--- src/rtl/id_load_interlock.sv ---
// rtl/id_load_interlock.sv - ID-stage load-use interlock with a multi-entry load tracker
module id_load_interlock #(
  parameter int REG_W    = 5,
  parameter int LOAD_LAT = 1,
  parameter int ZERO_REG = 1,
  parameter int CNT_W    = 16
) (
  input  logic                clk,
  input  logic                reset_n,
  input  logic                id_valid,
  input  logic [REG_W-1:0]    id_rs1,
  input  logic                id_rs1_used,
  input  logic [REG_W-1:0]    id_rs2,
  input  logic                id_rs2_used,
  input  logic [REG_W-1:0]    id_rd,
  input  logic                id_is_load,
  input  logic                nullify,
  input  logic                pipe_hold,
  output logic                stall,
  output logic                ex_issue,
  output logic                hazard_rs1,
  output logic                hazard_rs2,
  output logic [LOAD_LAT-1:0] pending,
  output logic [CNT_W-1:0]    stall_count
);

  localparam logic [2:0] LAT3 = 3'(LOAD_LAT);

  logic [LOAD_LAT-1:0] valid_q, valid_d;
  logic [REG_W-1:0]    rd_q  [LOAD_LAT];
  logic [REG_W-1:0]    rd_d  [LOAD_LAT];
  logic [2:0]          cnt_q [LOAD_LAT];
  logic [2:0]          cnt_d [LOAD_LAT];
  logic [CNT_W-1:0]    stall_cnt_q;

  logic rs1_zero, rs2_zero, rd_zero;
  logic rs1_match, rs2_match;
  logic haz;
  logic alloc_req;
  logic alloc_fail;
  logic count_en;

  assign rs1_zero = (ZERO_REG != 0) && (id_rs1 == '0);
  assign rs2_zero = (ZERO_REG != 0) && (id_rs2 == '0);
  assign rd_zero  = (ZERO_REG != 0) && (id_rd == '0);

  always_comb begin
    rs1_match = 1'b0;
    rs2_match = 1'b0;
    for (int i = 0; i < LOAD_LAT; i++) begin
      if (valid_q[i] && (cnt_q[i] != 3'd0)) begin
        if (rd_q[i] == id_rs1) rs1_match = 1'b1;
        if (rd_q[i] == id_rs2) rs2_match = 1'b1;
      end
    end
  end

  assign hazard_rs1 = id_valid && id_rs1_used && !rs1_zero && rs1_match;
  assign hazard_rs2 = id_valid && id_rs2_used && !rs2_zero && rs2_match;
  assign haz        = hazard_rs1 || hazard_rs2;

  // Hold outranks nullify: a frozen EX keeps its jump until the hold drops.
  always_comb begin
    stall    = 1'b0;
    ex_issue = 1'b0;
    if (pipe_hold) begin
      stall = 1'b1;
    end else if (nullify) begin
      ex_issue = 1'b0;
    end else if (haz) begin
      stall = 1'b1;
    end else begin
      ex_issue = id_valid;
    end
  end

  assign alloc_req = ex_issue && id_is_load && !rd_zero;
  assign count_en  = !pipe_hold && !nullify && haz;

  always_comb begin
    logic found;
    found      = 1'b0;
    alloc_fail = 1'b0;
    valid_d    = valid_q;
    rd_d       = rd_q;
    cnt_d      = cnt_q;
    if (!pipe_hold) begin
      for (int i = 0; i < LOAD_LAT; i++) begin
        if (valid_q[i]) begin
          if (cnt_q[i] > 3'd1) begin
            cnt_d[i] = cnt_q[i] - 3'd1;
          end else begin
            cnt_d[i]   = 3'd0;
            valid_d[i] = 1'b0;
          end
        end
      end
      // Slots freed by this cycle's decrement are reusable immediately.
      if (alloc_req) begin
        for (int i = 0; i < LOAD_LAT; i++) begin
          if (!found && !valid_d[i]) begin
            found      = 1'b1;
            valid_d[i] = 1'b1;
            rd_d[i]    = id_rd;
            cnt_d[i]   = LAT3;
          end
        end
        alloc_fail = !found;
      end
    end
  end

  always_ff @(posedge clk) begin
    if (!reset_n) begin
      valid_q     <= '0;
      stall_cnt_q <= '0;
      for (int i = 0; i < LOAD_LAT; i++) begin
        rd_q[i]  <= '0;
        cnt_q[i] <= 3'd0;
      end
    end else begin
      valid_q <= valid_d;
      rd_q    <= rd_d;
      cnt_q   <= cnt_d;
      if (count_en && (stall_cnt_q != '1)) begin
        stall_cnt_q <= stall_cnt_q + CNT_W'(1);
      end
    end
  end

  assign pending     = valid_q;
  assign stall_count = stall_cnt_q;

  a_alloc_ok: assert property (@(posedge clk) disable iff (!reset_n) !alloc_fail);

endmodule
--- config.mk ---
export PLATFORM = sky130hd
export DESIGN_NAME = id_load_interlock
export DESIGN_NICKNAME = d
export VERILOG_FILES = /design/src/rtl/id_load_interlock.sv
export SDC_FILE = /design/constraint.sdc
export NUM_CORES = 1
export LEC_CHECK = 0
export CAP_MARGIN = 20
export CORE_MARGIN = 1.5
export CORE_UTILIZATION = 43
export DETAILED_ROUTE_END_ITERATION = 6
export PLACE_DENSITY = 0.8
export SYNTH_ARGS = -nofsm -noshare
export SYNTH_HDL_FRONTEND = slang
export SYNTH_SLANG_ARGS = --single-unit
--- constraint.sdc ---
create_clock -name clk -period 2.65 [get_ports clk]
set_input_delay 0.53 -clock clk [delete_from_list [all_inputs] [get_ports clk]]
set_output_delay 0.53 -clock clk [all_outputs]
set_load 0.01 [all_outputs]
== Word level (Yosys, flattened, before mapping) ==
Index checks and enable logic that the tools add are counted.
Storage, ports and cells
  flip-flop bits (word level): 25
  input port bits: 23
  output and inout bits: 21
  logic and storage cells: 53
Operators by class
  add/sub/neg operators: 2
  magnitude comparators: 1
  equal/unequal tests: 3
  multiplexer cells: 18
  bitwise logic cells: 2
  reductions and logical operators: 23
Operator list (number)
  adder 16 x 1 -> 16 bit, second input constant: 1
  != test 16 bit, second input constant: 1
  zero test 5 bit: 3
  2-to-1 mux 1 bit: 14
  logical AND 1 bit: 12
  2-to-1 mux 3 bit: 4
  equality test 5 bit: 2
  zero test 1 bit: 5
  > comparator 3 x 1 -> 1 bit, second input constant: 1
  AND reduction 3 bit: 1
  nonzero test 3 bit: 1
  subtractor 3 x 1 -> 3 bit, second input constant: 1
  NOT 1 bit: 2
  logical OR 1 bit: 1

== Logic depth before layout (Yosys ltp) ==
Gate-level depths: netlist of the first run.
  word-level depth: 11
  gate-level depth with buffers: 10
  mapped depth without buffers: 8

== Least setup slack after synthesis of the first run ==
OpenSTA, ideal clock, no wires.
  kind: register to output
  from: register cnt_q[0] (netlist name)
  to: output port stall
  arrival: 2.149 ns
  data required time: 2.120 ns
  slack: -0.029 ns
  stages on the path, launching flop included: 10
  buffers on the path: 2
  cell sequence: dfxtp_1 > inv_1 > ha_1 > nor2b_1 > or4_4 > nor4b_4 > nor2_2 > buf_6 > buf_6 > o21bai_1
Between the ends
  cells in the longest elaborated chain, start to end: 8
  elaborated cells between the ends (all ways): 10
  those cells by class: mux: 5; reduce/logical: 5
Ends and longest elaborated chain
  from (decl): RTL line 32  | logic [2:0] cnt_q [LOAD_LAT];
  from (signal assigned): RTL line 124  | cnt_q <= cnt_d;
  nonzero test 3 bit: RTL line 51  | if (valid_q[i] && (cnt_q[i] != 3'd0)) begin
  logical AND 1 bit: RTL line 51
  2-to-1 mux 1 bit: RTL line 51
  logical AND 1 bit: RTL line 58  | assign hazard_rs1 = id_valid && id_rs1_used && !rs1_zero && rs1_match;
  net hazard_rs1: RTL line 21  | output logic hazard_rs1,
  logical OR 1 bit: RTL line 60  | assign haz = hazard_rs1 || hazard_rs2;
  2-to-1 mux 1 bit: RTL line 70  | end else if (haz) begin
  2-to-1 mux 1 bit: RTL line 68  | end else if (nullify) begin
  2-to-1 mux 1 bit: RTL line 66  | if (pipe_hold) begin
  to (decl): RTL line 19  | output logic stall,
The timed path passes the listed nets, and every way through them passes these cells.

== Worst setup path in the final report of the first run ==
  from: register cnt_q[0] (netlist name)
  to: output port ex_issue
Between the ends
  cells in the longest elaborated chain, start to end: 8
  elaborated cells between the ends (all ways): 10
  those cells by class: mux: 5; reduce/logical: 5
Ends and longest elaborated chain
  nonzero test 3 bit (*): RTL line 51
  logical AND 1 bit (*): RTL line 51
  2-to-1 mux 1 bit: RTL line 51
  logical AND 1 bit, on equally long branches: RTL line 58, 59
  logical OR 1 bit (*): RTL line 60
  2-to-1 mux 1 bit (*): RTL line 70
  2-to-1 mux 1 bit (*): RTL line 68
  2-to-1 mux 1 bit (*): RTL line 66
  to (decl): RTL line 20  | output logic ex_issue,
Mark *: on every way between the ends. The rest lies on a longest branch, timed or not.

==> results of run 1 <==
[final cells by class]
cell class,count,share of cell area [%]
clock buffers,3,0.975
multi-input cells,151,45.4
clock inverters,1,0.217
flip-flops and latches,25,21.8
well taps,46,2.49
repair buffers,71,28.2
inverters,6,0.975
[stage by stage]
stage	hold slack, ns	cell area (um2)	setup TNS, ns	utilization (%)
after floorplan	0.459	1550	0	-
after global placement	0.475	2160	-4.53	63.6
after detailed placement	0.484	2160	-5.60	63.6
after CTS	0.505	2250	-0.318	66.3
after global routing	0.521	2310	-0.366	68.2
final	0.504	2310	-0.150	68.2
[power by group through the flow]
stage,clock (mW),sequential [mW],combinational (mW)
2_1_floorplan,0,0.392,0.0400
6_report,0.181,0.383,0.111
3_3_place_gp,0,0.391,0.106
3_5_place_dp,0,0.391,0.108
5_1_grt,0.200,0.384,0.120
4_1_cts,0.183,0.383,0.108
[metal layers]
| layer | vias up | GRT usage [%] | wire length [um] |
|---|---|---|---|
| met5 | - | 0 | 0 |
| met1 | 764 | 27.6 | 1920 |
| met3 | 5 | 2.16 | 200 |
| li1 | 827 | - | - |
| met4 | 0 | 7.78 | 46 |
| met2 | 49 | 33.9 | 2060 |
[path summary, 6_finish.rpt]
check / cells past startpoint / end / startpoint
max: 9 / ex_issue / cnt_q[0]
min reg2reg: 2 / stall_count[5] / stall_count[5]
min: 2 / stall_count[5] / stall_count[5]
max reg2reg: 12 / stall_count[5] / cnt_q[0]
[registers in the layout, summed over array words and instances (netlist names)]
| signal | cells |
|---|---|
| rd_q | 5 |
| pending | 1 |
| stall_count | 16 |
| cnt_q | 3 |
[cell families after synthesis]
family | count (synthesis) | synth area share, %
flops | 25 | 32.4
compound gates | 36 | 15.0
xor+xnor | 8 | 4.54
buf+inv | 14 | 4.46
fa+ha+maj | 4 | 3.24
simple gates | 92 | 33.2
mux | 11 | 7.14
[cell usage after synthesis, types with 2 or more instances]
cell	number	area (um2)
nor2_1	6	22.5
nand4_1	4	25.0
inv_1	6	22.5
or3_1	5	31.3
xor2_1	4	35.0
nand3_1	11	55.1
xnor2_1	4	35.0
nor4_1	3	18.8
o21bai_1	2	15.0
or4_1	4	30.0
nor3b_1	2	15.0
o2111ai_1	2	17.5
nand2b_1	6	37.5
o21ai_0	11	55.1
nor2b_1	4	25.0
o31a_1	2	17.5
nor3_1	9	45.0
o21a_1	2	15.0
clkbuf_1	4	15.0
a21oi_1	8	40.0
and2_1	2	12.5
buf_6	2	22.5
dfxtp_1	25	500
o31ai_1	3	22.5
nand2_1	27	101
mux2i_1	11	110
ha_1	4	50.1
and3_1	3	18.8
[layout by cell type, fill, tap and decap left out, types with 2 or more instances in the layout]
| cell | n |
|---|---|
| buf_4 | 25 |
| clkbuf_4 | 3 |
| nor2_1 | 6 |
| o2111ai_1 | 2 |
| or3_1 | 5 |
| nor4_1 | 3 |
| buf_2 | 2 |
| nor3b_1 | 2 |
| inv_1 | 4 |
| o31ai_1 | 3 |
| nor3_2 | 2 |
| o31a_1 | 2 |
| o21ai_0 | 11 |
| dlygate4sd2_1 | 3 |
| nand4_1 | 4 |
| mux2i_1 | 11 |
| nand2b_1 | 6 |
| xor2_1 | 4 |
| o21a_1 | 2 |
| and3_1 | 2 |
| or4_1 | 2 |
| nor3_1 | 7 |
| nor2b_1 | 3 |
| nand3_1 | 11 |
| xnor2_1 | 4 |
| and2_1 | 2 |
| ha_1 | 3 |
| clkdlybuf4s50_1 | 34 |
| or4_4 | 3 |
| dfxtp_2 | 2 |
| inv_2 | 2 |
| nand2_1 | 26 |
| a21oi_1 | 7 |
| dfxtp_1 | 23 |
| buf_6 | 4 |
[critical path: cells and delay by family, from the launching register on]
family,cells,cell delay [ns]
AND/OR/NAND/NOR,5,1.02
buffers and inverters,3,0.33
adder cells (fa/ha/maj),1,0.15
flip-flops,1,0.36
[repair_timing]
action	CTS	global route
hold buffers	0	0
buffers inserted	6	4
endpoints found under the setup margin	4	8
pin swaps	7	6
resized for setup	28	15
==> results.sh, run 1 <==
export IMPL_slew_viol_final=0
export IMPL_synth_edf_count=0
export IMPL_end_kind="primary output"
export IMPL_initial_core_util_pct=45.5
export IMPL_crit_required_ns=2.12
export IMPL_multiInputGateArea_um2=1050
export IMPL_fin_ws_ns=-0.0764
export IMPL_p_sw_share_pct=26.2
export IMPL_ys_types=42
export IMPL_detail_route_antenna_nets=0
export IMPL_drcViolationCount=0
export IMPL_antenna_found_initial=0
export IMPL_worstPathArrival_ns=2.20
export IMPL_worst_slew_pin_slew_ns=0.417
export IMPL_die_h_um=62.9
export IMPL_ir_worst_vdd_mv=0.239
export IMPL_wl_um=4220
export IMPL_timing_fmax_mhz=367
export IMPL_synth_main_ff_cell="dfxtp_1"
export IMPL_start_kind="register"
export IMPL_cts_buffers_inserted=3
export IMPL_netlist_area_um2=1540
export IMPL_hold_class="reg2reg"
export IMPL_finalHoldViolations=0
export IMPL_synth_fp_nets=217
export IMPL_first_global_vias=1511
export IMPL_wl_per_cell_um=13.9
export IMPL_clk_pin_slew_ns=0.16
export IMPL_p_switching_mw=0.177
export IMPL_drt_pass1_iter_count=4
export IMPL_drt_initial_drc_count=48
export IMPL_area_delta_synth_final_pct=49.8
export IMPL_row_count=21
export IMPL_relSlewSlack_pct=71.9
export IMPL_antenna_cells=0
export IMPL_synthCells=190
export IMPL_num_vias=1645
export IMPL_cts_root_buf="clkbuf_4"
export IMPL_maxCapViolations=0
export IMPL_grt_pass1_wl_um=6640
export IMPL_worstPathMaxFanout=4
export IMPL_regArea_um2=503
export IMPL_die_w_um=62.9
export IMPL_clk_latency_ns=0.33
export IMPL_setup_viol=2
export IMPL_path_cells="inv_2 -> ha_4 -> nor2b_4 -> or4_4 -> nor4b_4 -> buf_4 -> nor2_4 -> and3_4 -> buf_6"
export IMPL_reg2reg_setup_slack_ns=0.11
export IMPL_cp_slowest_stage_delay_ns=0.42
export IMPL_grtUsageTotal_pct=20.6
export IMPL_p_int_mw=0.499
export IMPL_syn_area_per_cell_um2=8.12
export IMPL_overflow=0
export IMPL_yosysWarningCount=0
export IMPL_violations="setup timing"
export IMPL_grt_max_degree=25
export IMPL_fillCellCount=270
export IMPL_seqPwrFrac_pct=56.7
export IMPL_dp_hpwl_um=3030
export IMPL_finalCritPeriodShare_pct=103
export IMPL_final_cell_count_no_fill=303
export IMPL_synth_seq_cells=25
export IMPL_core_um2=3390
export IMPL_finalPower_mw=0.676
export IMPL_crit_slowest_cell="or4_4"
export IMPL_gp_congestion=0.895
export IMPL_seq_area_frac_synth_pct=32.4
export IMPL_place_ws_ns=-0.592
export IMPL_finClkSkew_ns=0.0142
export IMPL_rsz0062_at_grt="true"
export IMPL_clkSinkCount=25
export IMPL_p_per_area_nw_per_um2=292
export IMPL_min_period_ns=2.73
export IMPL_viasPerCell=5.43
export IMPL_pwr_share_clk_pct=26.9
export IMPL_htree_levels=1
export IMPL_io_pins=44
export IMPL_portBuffers=43
export IMPL_crit_type="reg2out"
export IMPL_power_leakage_nw=0.836
export IMPL_place_inst=291
export IMPL_power_frac_comb_pct=16.4
export IMPL_status="finished with violations"
export IMPL_cts_tree="done"
export IMPL_async_flop_share_pct=0
export IMPL_nNetsFinal=285
export IMPL_drive_gt1_share_pct=21.8
export IMPL_clockBufferDepth=2
export IMPL_dieArea_um2=3960
Power figures use the tool's default switching activity.
==> run 2: changes to the inputs <==
--- a/config.mk
+++ b/config.mk
@@ -7,9 +7,10 @@
 export LEC_CHECK = 0
 export CAP_MARGIN = 20
 export CORE_MARGIN = 1.5
-export CORE_UTILIZATION = 43
+export CORE_UTILIZATION = 44
+export CTS_BUF_LIST = sky130_fd_sc_hd__clkbuf_4 sky130_fd_sc_hd__clkbuf_8
 export DETAILED_ROUTE_END_ITERATION = 6
-export PLACE_DENSITY = 0.8
+export PLACE_DENSITY = 0.82
 export SYNTH_ARGS = -nofsm -noshare
 export SYNTH_HDL_FRONTEND = slang
 export SYNTH_SLANG_ARGS = --single-unit
==> run 2 against run 1 <==
- the flow still finishes with violations (setup timing)
- sequential power hardly changed
- combinational power hardly changed
- design area is 4.1% lower
- fmax is 1.1% lower
==> results.sh, run 2 (synthesized netlist as in run 1, its figures left out) <==
export IMPL_dpl_instance_area_um2=2120
export IMPL_end_kind="primary output"
export IMPL_maxCapViolations=0
export IMPL_timing_fmax_mhz=363
export IMPL_gp_congestion=0.849
export IMPL_nNetsFinal=280
export IMPL_crit_family="simple AND/OR/NAND/NOR gates"
export IMPL_dp_hpwl_um=3030
export IMPL_die_w_um=62.2
export IMPL_row_count=21
export IMPL_crit_slowest_cell="or4_4"
export IMPL_num_vias=1619
export IMPL_detail_route_antenna_nets=0
export IMPL_clockBufferDepth=2
export IMPL_fin_area_um2=2220
export IMPL_initial_core_util_pct=46.2
export IMPL_min_period_ns=2.76
export IMPL_grt_max_degree=20
export IMPL_antenna_cells=0
export IMPL_dieArea_um2=3870
export IMPL_largest_reg_flops=16
export IMPL_drt_pass1_iter_count=6
export IMPL_p_per_area_nw_per_um2=299
export IMPL_overflow=0
export IMPL_status="finished with violations"
export IMPL_clkSinkCount=25
export IMPL_first_global_vias=1444
export IMPL_io_pins=44
export IMPL_finalCritPeriodShare_pct=104
export IMPL_place_ws_ns=-0.618
export IMPL_crit_required_ns=2.12
export IMPL_layout_commonest_cell="clkdlybuf4s50_1"
export IMPL_cts_root_buf="clkbuf_4"
export IMPL_hold_class="reg2reg"
export IMPL_cts_buffers_inserted=3
export IMPL_wl_um=4190
export IMPL_worstPathArrival_ns=2.23
export IMPL_grtUsageTotal_pct=20.9
export IMPL_core_um2=3340
export IMPL_path_cells="clkdlybuf4s15_1 -> xor2_1 -> or4_4 -> nor4b_4 -> buf_4 -> nor2_4 -> and3_4 -> buf_6"
export IMPL_start_kind="input pin"
export IMPL_final_cell_mix="34 x clkdlybuf4s50_1, 26 x nand2_1, 23 x dfxtp_1, 23 x buf_4"
export IMPL_drt_initial_drc_count=50
export IMPL_viasPerCell=5.43
export IMPL_die_h_um=62.2
export IMPL_cts_tree="done"
export IMPL_relSlewSlack_pct=62.7
export IMPL_antenna_found_initial=0
export IMPL_worst_slew_pin_slew_ns=0.556
export IMPL_drcViolationCount=0
export IMPL_htree_levels=1
export IMPL_cts_hold_buf=0
export IMPL_cp_slowest_stage_delay_ns=0.55
export IMPL_violations="setup timing"
export IMPL_path_buf_inv=3
export IMPL_power_leakage_nw=0.790
export IMPL_tns_ns=-0.188
export IMPL_place_inst=288
export IMPL_clk_latency_ns=0.32
export IMPL_fin_ws_ns=-0.108
export IMPL_whs_ns=0.505
export IMPL_fillCellCount=283
export IMPL_crit_type="in2out"
export IMPL_final_cell_count_no_fill=298
export IMPL_wl_per_cell_um=14.1
export IMPL_setup_viol=2
export IMPL_slew_viol_final=0
export IMPL_finClkSkew_ns=0.00739
export IMPL_rsz0062_at_grt="true"
export IMPL_finalHoldViolations=0
export IMPL_ir_worst_vdd_mv=0.184
export IMPL_worstPathMaxFanout=3
export IMPL_drive_gt1_share_pct=17.9
export IMPL_clk_pin_slew_ns=0.14
export IMPL_portBuffers=43
export IMPL_area_delta_synth_final_pct=43.7
export IMPL_grt_pass1_wl_um=6650
[run 2: final cells by class]
class	count	area (um2)	share of cell area (%)
clock buffer	3	22.5	1.02
clock inverter	1	5.00	0.226
inverter	6	22.5	1.02
multi-input combinational	151	1010	45.5
sequential	25	503	22.7
tap	46	57.6	2.60
timing repair buffer	66	597	26.9
[run 2: metal layers]
metal,GRT usage (%),share of wire [%]
met3,2.36,4.3
met4,8.61,2.5
met2,35.9,50
met1,26.6,43
met5,0,0
[run 2: worst paths after layout]
check	startpoint	to	slack, ns	depth (start not counted)
worst max-delay path	id_rs1[1]	ex_issue	-0.11	8
worst min-delay path	stall_count[5]	stall_count[5]	0.50	2
worst max register to register	cnt_q[0]	stall_count[8]	0.09	10
worst min register to register	stall_count[5]	stall_count[5]	0.50	2
[run 2: report_power, final]
group	switching, mW	internal [mW]
registers	0.00374	0.380
logic	0.0477	0.0601
clock network	0.114	0.0565
[run 2: worst min-delay path, delay by kind of cell (launching register included)]
family	cells	cell delay (ns)
DFF	1	0.36
and+or+nand+nor	1	0.06
muxes	1	0.05
[run 2: timing repair]
| action | 4_1_cts | 5_1_grt |
|---|---|---|
| setup endpoints to repair | 6 | 8 |
| buffers inserted | 6 | 2 |
| pin swaps | 7 | 4 |
| resized for setup | 31 | 2 |
[run 2: metrics by stage]
stage	total power, mW	util, %
floorplan	0.432	-
global placement	0.494	63.6
detailed placement	0.496	63.6
CTS	0.663	66.0
global route	0.697	66.4
finish	0.662	66.4
